==> config.mk <==
export PLATFORM = sky130hd
export DESIGN_NAME = fifo_wr_arbiter_flat
export DESIGN_NICKNAME = d
export VERILOG_FILES = /design/src/rtl/fifo_wr_arbiter_if.sv /design/src/rtl/fifo_wr_arbiter.sv /design/src/flat_wrapper.sv
export SDC_FILE = /design/constraint.sdc
export NUM_CORES = 1
export LEC_CHECK = 0
export BUFFER_PORTS_ARGS = -buffer_cell sky130_fd_sc_hd__buf_2
export CAP_MARGIN = 5
export CELL_PAD_IN_SITES_DETAIL_PLACEMENT = 0
export CELL_PAD_IN_SITES_GLOBAL_PLACEMENT = 1
export CORE_MARGIN = 2
export CORE_UTILIZATION = 39
export DETAILED_ROUTE_END_ITERATION = 10
export PLACE_DENSITY = 0.87
export SYNTH_ARGS = -nofsm -noshare
export SYNTH_HDL_FRONTEND = slang
export SYNTH_SLANG_ARGS = --single-unit
==> constraint.sdc <==
create_clock -name i_clk -period 5.6 [get_ports i_clk]
set_input_delay 0.28 -clock i_clk [delete_from_list [all_inputs] [get_ports i_clk]]
set_output_delay 0.28 -clock i_clk [all_outputs]
set_load 0.005 [all_outputs]
==> src/rtl/fifo_wr_arbiter_if.sv <==
// Handshake bundle between NREQ producers, the write arbiter and the sync FIFO
// write port. The master modport is the arbiter's view; slave is the environment.
interface fifo_wr_arbiter_if #(
   parameter int WIDTH = 4,
   parameter int NREQ  = 4
);
   logic [NREQ-1:0]       i_req_valid;
   logic [NREQ*WIDTH-1:0] i_req_data;
   logic [NREQ-1:0]       o_req_ready;
   logic                  i_fifo_full;
   logic                  o_fifo_wr_en;
   logic [WIDTH-1:0]      o_fifo_data;

   modport master (
      input  i_req_valid, i_req_data, i_fifo_full,
      output o_req_ready, o_fifo_wr_en, o_fifo_data
   );

   modport slave (
      output i_req_valid, i_req_data, i_fifo_full,
      input  o_req_ready, o_fifo_wr_en, o_fifo_data
   );
endinterface

==> src/rtl/fifo_wr_arbiter.sv <==
// Round-robin write arbiter: one producer owns the FIFO write port for a
// burst of at most BURST_LEN beats; every release costs one IDLE cycle.
// ready/wr_en react combinationally to i_fifo_full so a full FIFO is never written.
module fifo_wr_arbiter #(
   parameter int WIDTH     = 4,
   parameter int NREQ      = 4,
   parameter int BURST_LEN = 4,
   parameter int CNT_W     = 8
) (
   input  logic               i_clk,
   input  logic               i_rst_n,
   fifo_wr_arbiter_if.master  bus,
   output logic [NREQ-1:0]    o_grant,
   output logic               o_busy,
   output logic [CNT_W-1:0]   o_beat_cnt
);

   localparam int OWN_W = (NREQ > 1) ? $clog2(NREQ) : 1;
   localparam int BC_W  = $clog2(BURST_LEN) + 1;

   typedef enum logic [0:0] {
      ST_IDLE  = 1'b0,
      ST_GRANT = 1'b1
   } state_t;

   state_t            state_q, state_d;
   logic [OWN_W-1:0]  owner_q, owner_d;
   logic [OWN_W-1:0]  last_owner_q, last_owner_d;
   logic [BC_W-1:0]   burst_q, burst_d;
   logic [CNT_W-1:0]  beat_cnt_q, beat_cnt_d;
   logic [NREQ-1:0]   grant_q, grant_d;
   logic              busy_q, busy_d;

   logic [WIDTH-1:0]  owner_data_s;
   logic              owner_valid_s;
   logic              xfer_s;
   logic              any_valid_s;
   logic [OWN_W-1:0]  win_idx_s;
   logic              win_found_s;
   logic [OWN_W-1:0]  cand_s;
   logic [NREQ-1:0]   ready_s;

   // Select the current owner's valid bit and data slice.
   always_comb begin
      owner_data_s  = {WIDTH{1'b0}};
      owner_valid_s = 1'b0;
      for (int k = 0; k < NREQ; k++) begin
         owner_data_s  = (owner_q == OWN_W'(k)) ? bus.i_req_data[k*WIDTH +: WIDTH] : owner_data_s;
         owner_valid_s = (owner_q == OWN_W'(k)) ? bus.i_req_valid[k] : owner_valid_s;
      end
   end

   // Round-robin search: first valid index above last_owner, wrapping.
   always_comb begin
      win_found_s = 1'b0;
      win_idx_s   = {OWN_W{1'b0}};
      cand_s      = {OWN_W{1'b0}};
      for (int i = 1; i <= NREQ; i++) begin
         cand_s = OWN_W'((int'(last_owner_q) + i) % NREQ);
         if (!win_found_s && bus.i_req_valid[cand_s]) begin
            win_found_s = 1'b1;
            win_idx_s   = cand_s;
         end else begin
            win_found_s = win_found_s;
         end
      end
   end

   // Handshake outputs; a full FIFO drops ready in the same cycle.
   always_comb begin
      ready_s = {NREQ{1'b0}};
      for (int k = 0; k < NREQ; k++) begin
         ready_s[k] = (state_q == ST_GRANT) && (owner_q == OWN_W'(k)) && !bus.i_fifo_full;
      end
   end

   assign any_valid_s      = |bus.i_req_valid;
   assign xfer_s           = (state_q == ST_GRANT) && owner_valid_s && !bus.i_fifo_full;
   assign bus.o_req_ready  = ready_s;
   assign bus.o_fifo_wr_en = xfer_s;
   assign bus.o_fifo_data  = (state_q == ST_GRANT) ? owner_data_s : {WIDTH{1'b0}};

   // Next-state logic for the grant FSM and the beat counter.
   always_comb begin
      state_d      = state_q;
      owner_d      = owner_q;
      last_owner_d = last_owner_q;
      burst_d      = burst_q;
      beat_cnt_d   = beat_cnt_q + {{(CNT_W-1){1'b0}}, xfer_s};
      case (state_q)
         ST_IDLE: begin
            if (any_valid_s && win_found_s) begin
               state_d      = ST_GRANT;
               owner_d      = win_idx_s;
               last_owner_d = win_idx_s;
               burst_d      = {BC_W{1'b0}};
            end else begin
               state_d = ST_IDLE;
            end
         end
         ST_GRANT: begin
            if (!owner_valid_s) begin
               state_d = ST_IDLE;
            end else if (xfer_s) begin
               burst_d = burst_q + BC_W'(1);
               state_d = (burst_q == BC_W'(BURST_LEN - 1)) ? ST_IDLE : ST_GRANT;
            end else begin
               state_d = ST_GRANT;
            end
         end
         default: begin
            state_d = ST_IDLE;
         end
      endcase
   end

   // Registered grant/busy views, decoded from the next state.
   always_comb begin
      grant_d = {NREQ{1'b0}};
      for (int k = 0; k < NREQ; k++) begin
         grant_d[k] = (state_d == ST_GRANT) && (owner_d == OWN_W'(k));
      end
      busy_d = (state_d == ST_GRANT);
   end

   // FSM and counter registers; last_owner resets so requester 0 wins first.
   always_ff @(posedge i_clk or negedge i_rst_n) begin
      if (!i_rst_n) begin
         state_q      <= ST_IDLE;
         owner_q      <= {OWN_W{1'b0}};
         last_owner_q <= OWN_W'(NREQ - 1);
         burst_q      <= {BC_W{1'b0}};
         beat_cnt_q   <= {CNT_W{1'b0}};
         grant_q      <= {NREQ{1'b0}};
         busy_q       <= 1'b0;
      end else begin
         state_q      <= state_d;
         owner_q      <= owner_d;
         last_owner_q <= last_owner_d;
         burst_q      <= burst_d;
         beat_cnt_q   <= beat_cnt_d;
         grant_q      <= grant_d;
         busy_q       <= busy_d;
      end
   end

   assign o_grant    = grant_q;
   assign o_busy     = busy_q;
   assign o_beat_cnt = beat_cnt_q;

endmodule

==> src/flat_wrapper.sv <==
// flat-port wrapper written by rule: the top's interface ports become plain ports
module fifo_wr_arbiter_flat 
#(
   parameter int WIDTH     = 4,
   parameter int NREQ      = 4,
   parameter int BURST_LEN = 4,
   parameter int CNT_W     = 8
)
  (i_clk, i_rst_n, o_grant, o_busy, o_beat_cnt, bus_i_req_valid, bus_i_req_data, bus_i_fifo_full, bus_o_req_ready, bus_o_fifo_wr_en, bus_o_fifo_data);
  fifo_wr_arbiter_if #(.WIDTH(WIDTH), .NREQ(NREQ)) bus_i ();
  input  logic i_clk;
  input  logic i_rst_n;
  output logic [NREQ-1:0] o_grant;
  output logic o_busy;
  output logic [CNT_W-1:0] o_beat_cnt;
  input wire logic [$bits(bus_i.i_req_valid)-1:0] bus_i_req_valid;
  input wire logic [$bits(bus_i.i_req_data)-1:0] bus_i_req_data;
  input wire logic [$bits(bus_i.i_fifo_full)-1:0] bus_i_fifo_full;
  output wire logic [$bits(bus_i.o_req_ready)-1:0] bus_o_req_ready;
  output wire logic [$bits(bus_i.o_fifo_wr_en)-1:0] bus_o_fifo_wr_en;
  output wire logic [$bits(bus_i.o_fifo_data)-1:0] bus_o_fifo_data;
  assign bus_i.i_req_valid = bus_i_req_valid;
  assign bus_i.i_req_data = bus_i_req_data;
  assign bus_i.i_fifo_full = bus_i_fifo_full;
  assign bus_o_req_ready = bus_i.o_req_ready;
  assign bus_o_fifo_wr_en = bus_i.o_fifo_wr_en;
  assign bus_o_fifo_data = bus_i.o_fifo_data;
  fifo_wr_arbiter #(.WIDTH(WIDTH), .NREQ(NREQ), .BURST_LEN(BURST_LEN), .CNT_W(CNT_W)) u_core (.i_clk(i_clk), .i_rst_n(i_rst_n), .bus(bus_i), .o_grant(o_grant), .o_busy(o_busy), .o_beat_cnt(o_beat_cnt));
endmodule
==> key figures, run 1 <==
Worst setup path
  • Setup crit end kind: output pin
  • Startpoint types: flip-flop
  • Critical-path maximum fanout: 9
  • Crit path DAT: 1.76 ns
  • RR Startpoint: u_core.owner_q[0]$_DFF_PN0_
  • Crit path from: u_core.owner_q[0]$_DFF_PN0_
  • Worst EP required: 5.32 ns
  • Kind of critical path: flip-flop to output pin
  • R2R depth: 7
  • FF-to-FF setup slack: 3.58 ns
  • R2r endpoint: u_core.o_beat_cnt[6]$_DFF_PN0_

Global route
  • Largest net degree at the start of global routing: 21
  • Total gr overflow: 0
  • GRT Util Overall: 16.1%
  • First-pass GRT wire length: about 4.2 mm
  • Vias in the first global route: around 940
  • Initial antenna violation count: 0

Die
  • Core area: 0.00281 sq mm
  • # rows: 19
  • I/O Pins: 45
  • Full die area: 0.00345 sq mm
  • Initial core utilization: 41.6%
  • DIE HEIGHT: 58.7 microns
  • Chip width: 58.7 microns

Synthesis
  • Largest family of logic cells by synthesized area: simple AND/OR/NAND/NOR gates
  • Top-area cell type share of the netlist area: 38.6%
  • Ys async rst share: between 90% and 100%
  • Post-Synth XOR/XNOR Area: 5.25%
  • Top FF cell, synth: dfrtp_1
  • Area contributors post-synth: dfrtp_1 39%, mux4_1 9.0%, dfstp_2 4.5%
  • Mapped cell area: 0.00117 sq mm
  • Synthesized Nets: 133
  • Fraction of the mapped netlist area in simple logic gates: 22.1%
  • Cell with the most instances after synthesis: dfrtp_1
  • Proportion of synthesized area in mux cells: 11.8%
  • Post-synthesis adder-cell area fraction: roughly 4.3%
  • Post-synth EDFFs: 0
  • Synthesized flop and latch total: 20
  • Yosys Warn Count: 0
  • Gate Count Post-Synth: 106
  • Post-synth cell types: between 40 and 50
  • Syn_area_per_cell: roughly 11 sq um
  • Register area share after synthesis: between 40% and 50%
  • Synth cell count leaders: 18 x dfrtp_1, 9 x nand2_1
  • Compound-cell area share of the yosys netlist: 10.4%
  • Dominant cell type by area after synthesis: dfrtp_1

Timing
  • Max-Slew Margin vs Limit: 65.0%
  • Unrepaired setup endpoints after global routing: false
  • Period utilization: 36.4%
  • Min cycle time layout: a little over 2 ns
  • Worst clock skew: 0.00893 ns
  • Setup TNS: 0 ns
  • Final setup vio count: 0
  • PnR worst setup slack: 3.56 ns
  • Slew Viols, Final: 0
  • Worst-margin pin slew: 0.520 ns
  • Fmax: 0.490 GHz
  • Final Hold Fails: 0

Place
  • Placed insts: 177
  • Placer Congestion: about 0.84
  • Number of I/O port buffers: 44
  • Dpl hpwl: 1.94 mm
  • DP Worst Slack: 3.58 ns

Clock tree
  • Setup Buffers After CTS: 0
  • CTS root buf: clkbuf_4
  • TritonCTS clock tree: built
  • CTS max path bufs: 2
  • CTS Buf Count: 3
  • H-tree level count: 1
  • Clock Sinks: 20
  • Worst skew pair latency: 0.30 ns
  • Clk slew on worst S/H paths: 0.12 ns

Pwr
  • Int Pwr: between 0.4 and 0.5 mW
  • Cell Pwr Density: 465 mW/mm^2
  • Leak pwr: 0.747 nW
  • Net Switching: 0.247 mW
  • Gate power share: a little over two fifths
  • Total chip power: 0.681 mW
  • Sw frac: 36.3%
  • Maximum VDD drop: 207 uV
  • Share of power burned in registers: 40.8%
  • Clock power share: roughly 17%

Drt
  • Post-route ant nets: 0
  • Final WL: around 2.4 mm
  • Via Count: 953
  • Routed wire per std cell: 13.2 microns
  • Drt initial violations: 43
  • Drt first pass iters: 7
  • Vias per cell: roughly 5.2
  • DRC: 3

Worst hold path
  • Worst min path class: primary input to asynchronous set/reset pin

Outcome
  • Failing checks: design-rule violations
  • Run status: finished with violations

Final layout
  • # diodes: 0
  • Fill cells: 260
  • Final Non-Filler Cells: about 180
  • Layout Nets: ~180
  • Sequential cell area: 503 sq um
  • Area added between synthesis and finish: 25.4%
  • Area occupied by multi-input gates: 628 sq um
  • Layout cell share with drive strength beyond 1: 39.1%

Run
  • Total of max-cap violations: 0
## final cells by class
cell class                 instances  area share (%)
inverter                           3           0.769
sequential                        20            34.4
tap                               31            2.65
clock inverter                     1            2.05
clock buffer                       3            1.54
multi-input combinational         79            42.9
timing repair buffer              45            15.7
## cell families after synthesis
logic type,count (synthesis)
compound gates,17
xor+xnor,7
fa+ha+maj,4
buf+inv,7
flops,20
mux,6
simple gates,45
## layer usage
metal | up-vias | global-route usage (%) | part of all wire, %
met3 | 0 | 4.40 | 5.5
met2 | 27 | 25.8 | 48
met4 | 0 | 5.52 | 0
met5 | - | 0 | 0
li1 | 482 | - | -
met1 | 444 | 21.2 | 46
## repair_timing
action | 4_1_cts | 5_1_grt
hold endpoints to repair | 18 | 0
resized for setup | 0 | 0
hold buffers | 1 | 0
## flip-flops by register name, indices dropped and copies added (netlist names)
name and count:
u_core.burst_q 3, u_core.last_owner_q 2, u_core.o_beat_cnt 8, u_core.o_grant 4, u_core.owner_q 2, u_core.state_q 1
## power groups by stage
stage / registers [mW] / logic, mW / clock network, mW
6_report: 0.278 / 0.287 / 0.117
5_1_grt: 0.291 / 0.317 / 0.129
4_1_cts: 0.278 / 0.289 / 0.120
3_5_place_dp: 0.281 / 0.288 / 0
3_3_place_gp: 0.277 / 0.280 / 0
2_1_floorplan: 0.249 / 0.220 / 0
## layout by cell type, fill, tap and decap left out, types with 4 or more instances in the layout
cell / Yosys / routed
nand3_1: 5 / 5
mux4_1: 4 / 4
and2_1: 5 / 5
xnor2_1: 5 / 5
nand2_1: 9 / 9
buf_2: 2 / 44
ha_1: 4 / 4
nor2_1: 5 / 5
dfrtp_1: 18 / 18
## worst max-delay path: stages (launching register included)
cell and delay [ns]:
dfrtp_1 0.57, mux4_2 0.58, nand2_2 0.13, inv_2 0.06, buf_2 0.12
## per-stage QoR
stage | hold slack [ns] | area (sq um) | util (%)
after floorplan | -0.0156 | 1170 | -
after global placement | 0.242 | 1400 | 50.0
after detailed placement | 0.245 | 1400 | 50.0
after CTS | 0.429 | 1460 | 52.2
after global routing | 0.460 | 1460 | 52.2
final | 0.427 | 1460 | 52.2
## worst max path at each step
| stage | end | slack, ns | depth (start not counted) |
|---|---|---|---|
| after CTS | bus_o_fifo_wr_en | 3.55 | 4 |
| after floorplan | u_core.o_beat_cnt[6]$_DFF_PN0_ | 3.81 | 8 |
| after global placement | u_core.o_beat_cnt[6]$_DFF_PN0_ | 3.66 | 7 |
| after global routing | u_core.o_beat_cnt[7]$_DFF_PN0_ | 3.40 | 8 |
| final | bus_o_fifo_wr_en | 3.56 | 4 |
| after detailed placement | u_core.o_beat_cnt[6]$_DFF_PN0_ | 3.58 | 7 |
Power figures use the tool's default switching activity.
==> inputs of run 2 (changes only) <==
Settings changed: ABC_AREA set to 1, CORE_UTILIZATION 39 to 35, PLACE_DENSITY 0.87 to 0.82.
Clock period 5.6 ns to 1.9 ns, I/O delays scaled along.
==> run 2 against run 1 <==
The run now ends clean. First-iteration DRC count grew 21%. Clock skew shrank 0.0078 ns. Die area grew 26%. Clock-buffer cell count grew 1. Global-route usage shrank 2.0 points. Synthesized cell count grew 66%. Setup slack lost 3.4 ns. Combinational power grew to 5.7 times the previous value.
==> key figures, run 2 <==
Outcome
  • Run status: complete, no violations

Worst setup path
  • Kind of critical path: flip-flop to flip-flop
  • Cell Chain, Critical Path: inv_2 -> nor2_2 -> nand2_1 -> nand3_2 -> o21ai_2 -> nand2_2 -> inv_2 -> ha_4 -> and3_4 -> nand4_1 -> buf_4 -> xor2_1
  • Worst path most repeated cell: inv_2
  • Startpoint types: flip-flop
  • Setup crit end kind: flip-flop
  • Worst path slowest cell: dfrtp_1
  • Cell family with most CP delay: simple AND/OR/NAND/NOR gates
  • Max incr delay on CP: between 0.4 and 0.5 ns
  • Crit path DAT: approximately 1.9 ns
  • Worst EP required: 2.05 ns
  • Number of buffers and inverters on the critical path: 3
  • Critical-path maximum fanout: 5

Global route
  • First-pass GRT wire length: 4.91 mm
  • GRT Util Overall: 14.2%
  • Total gr overflow: 0
  • Initial antenna violation count: 0
  • Vias in the first global route: between 1k and 1.5k
  • Largest net degree at the start of global routing: 21

Die
  • Initial core utilization: 36.5%
  • Core area: 0.00366 sq mm
  • Full die area: 0.00433 sq mm
  • DIE HEIGHT: 65.8 microns
  • # rows: 22
  • Chip width: ~66 microns
  • I/O Pins: 45

Synthesis
  • Fraction of the mapped netlist area in simple logic gates: a little over a third
  • Dominant cell type by area after synthesis: dfrtp_1
  • Largest family of logic cells by synthesized area: simple AND/OR/NAND/NOR gates
  • Yosys Warn Count: 0
  • Post-Synth XOR/XNOR Area: 3.93%
  • Synthesized Nets: 203
  • Top-area cell type share of the netlist area: 33.7%
  • Post-synth EDFFs: 0
  • Synthesized flop and latch total: 20
  • Gate Count Post-Synth: 176
  • Cell with the most instances after synthesis: nand2_1
  • Post-synthesis adder-cell area fraction: 3.74%
  • Ys async rst share: 100%
  • Mapped cell area: 0.00134 sq mm
  • Synth cell count leaders: 36 x nand2_1, 20 x nor2_1, 18 x dfrtp_1, 16 x inv_1, 16 x o21ai_0
  • Syn_area_per_cell: 7.60 sq um
  • Top FF cell, synth: dfrtp_1
  • Register area share after synthesis: between 30% and 40%
  • Area contributors post-synth: dfrtp_1 34%, nand2_1 10%, nand2_2 6.5%
  • Proportion of synthesized area in mux cells: 0%
  • Compound-cell area share of the yosys netlist: 11.6%
  • Post-synth cell types: 29

Timing
  • Slew Viols, Final: 0
  • Final setup vio count: 0
  • Min cycle time layout: 1.77 ns
  • Final Hold Fails: 0
  • Worst clock skew: 0.00108 ns
  • Fmax: 0.564 GHz
  • Worst hold margin: 0.176 ns
  • Worst-margin pin slew: roughly 0.43 ns
  • Period utilization: between 90 and 100%
  • Unrepaired setup endpoints after global routing: true
  • Max-Slew Margin vs Limit: a little under three quarters

Clock tree
  • CTS Buf Count: 3
  • H-tree level count: 1
  • Clk slew on worst S/H paths: 0.07 ns
  • CTS root buf: clkbuf_8
  • CTS max path bufs: 2
  • Clock Sinks: 20
  • TritonCTS clock tree: built
  • Worst skew pair latency: 0.26 ns

Drt
  • Vias per cell: 4.55
  • Final WL: 2.96 mm
  • Post-route ant nets: 0
  • Drt first pass iters: 4
  • DRC: 0
  • Routed wire per std cell: 10.7 microns
  • Drt initial violations: 52
  • Via Count: 1259

Pwr
  • Cell Pwr Density: 1580 mW/mm^2
  • Total chip power: 2.77 mW
  • Clock power share: 11.6%
  • Sw frac: 46.9%
  • Share of power burned in registers: 29.2%
  • Maximum VDD drop: between 600 and 700 uV
  • Net Switching: 1.30 mW
  • Int Pwr: 1.47 mW
  • Gate power share: 59.3%
  • Leak pwr: 0.949 nW

Final layout
  • Final Util: 47.8%
  • Area added between synthesis and finish: 30.8%
  • Fill cells: 360
  • Most frequent cells in the layout: 44 x buf_2, 34 x nand2_1, 19 x nor2_1
  • # diodes: 0
  • Layout cell share with drive strength beyond 1: between 40% and 50%
  • Final Cell Area: 0.00175 sq mm
  • Layout Nets: 257
  • Largest register FFs: 8
  • Commonest non-fill, non-tap cell in the layout: buf_2

Place
  • Number of I/O port buffers: 44
  • Placer Congestion: ~0.75
  • Dpl hpwl: 2.31 mm
  • Placed cell area: around 0.0016 sq mm

Run
  • Total of max-cap violations: 0

Worst hold path
  • Worst min path class: primary input to flip-flop
==> run 2: changes by cell type after synthesis, moves of 4 or more <==
cell	delta
nand2_1	+27
nor2_1	+15
a21oi_1	+5
o21ai_0	+13
inv_1	+14
mux4_1	-4
o21ai_1	+4
nand2_4	+6
nand2_2	+13
xnor2_1	-4
and2_1	-5
==> run 2: kinds of logic after synthesis <==
kind of cell | count (synthesis)
AO/OA/AOI/OAI | 30
XOR/XNOR | 6
buffers and inverters | 24
AND/OR/NAND/NOR | 92
flip-flops | 20
adder cells (fa/ha/maj) | 4
==> run 2: layout make-up <==
cell class | count | area [sq um] | area share, %
repair buffers | 53 | 290 | 16.6
flip-flops and latches | 20 | 503 | 28.8
clock buffers | 4 | 55.1 | 3.15
inverters | 20 | 85.1 | 4.86
multi-input cells | 132 | 756 | 43.2
well taps | 48 | 60.1 | 3.43
==> run 2: final timing paths <==
| path | cells after the start | slack, ns | startpoint | endpoint |
|---|---|---|---|---|
| max in group asynchronous | 2 | 1.25 | i_rst_n | u_core.last_owner_q[1]$_DFFE_PN1P_ |
| worst max register to register | 12 | 0.13 | u_core.owner_q[1]$_DFF_PN0_ | u_core.o_beat_cnt[6]$_DFF_PN0_ |
| worst min-delay path | 3 | 0.18 | bus_i_fifo_full | u_core.state_q$_DFF_PN0_ |
| min in group asynchronous | 2 | 0.32 | i_rst_n | u_core.o_beat_cnt[6]$_DFF_PN0_ |
| worst max-delay path | 12 | 0.13 | u_core.owner_q[1]$_DFF_PN0_ | u_core.o_beat_cnt[6]$_DFF_PN0_ |
| worst min register to register | 1 | 0.47 | u_core.o_beat_cnt[7]$_DFF_PN0_ | u_core.o_beat_cnt[7]$_DFF_PN0_ |
==> run 2: per-layer routing <==
layer | up-vias | global-route usage [%] | part of all wire, %
met3 | 4 | 1.87 | 5.0
li1 | 665 | - | -
met2 | 32 | 24.7 | 48
met5 | - | 0 | 0
met4 | 0 | 3.13 | 1.0
met1 | 558 | 18.6 | 46
==> run 2: through the flow <==
stage	std cells	TNS, ns	setup slack (ns)
finish	277	0	0.126
global route	277	-0.0476	-0.0268
CTS	273	0	0.0386
detailed placement	268	0	0.0292
global placement	268	0	0.0955
floorplan	176	0	0.0971
==> run 2: worst register-to-register path, cell delays in order, from the launching register on <==
cell,delay (ns)
dfrtp_1,0.43
inv_2,0.08
nor2_2,0.04
nand2_1,0.08
nand3_2,0.07
o21ai_2,0.08
nand2_2,0.10
inv_2,0.08
ha_4,0.12
and3_4,0.19
nand4_1,0.11
buf_4,0.16
xor2_1,0.13
==> run 2: timing repair <==
item | CTS | global route
hold endpoints to repair | 18 | 0
gates resized for setup | 1 | 10
endpoints found under the setup margin | 1 | 4
pin swaps | 0 | 5
hold buffers | 1 | 0
setup buffers | 0 | 4
==> run 2: power by group through the flow <==
stage	Combinational, mW	Sequential (mW)	Clock, mW
after floorplan	1.21	0.719	0
after detailed placement	1.58	0.802	0
after global routing	1.91	0.837	0.343
after global placement	1.57	0.802	0
final	1.64	0.808	0.321
after CTS	1.59	0.795	0.329
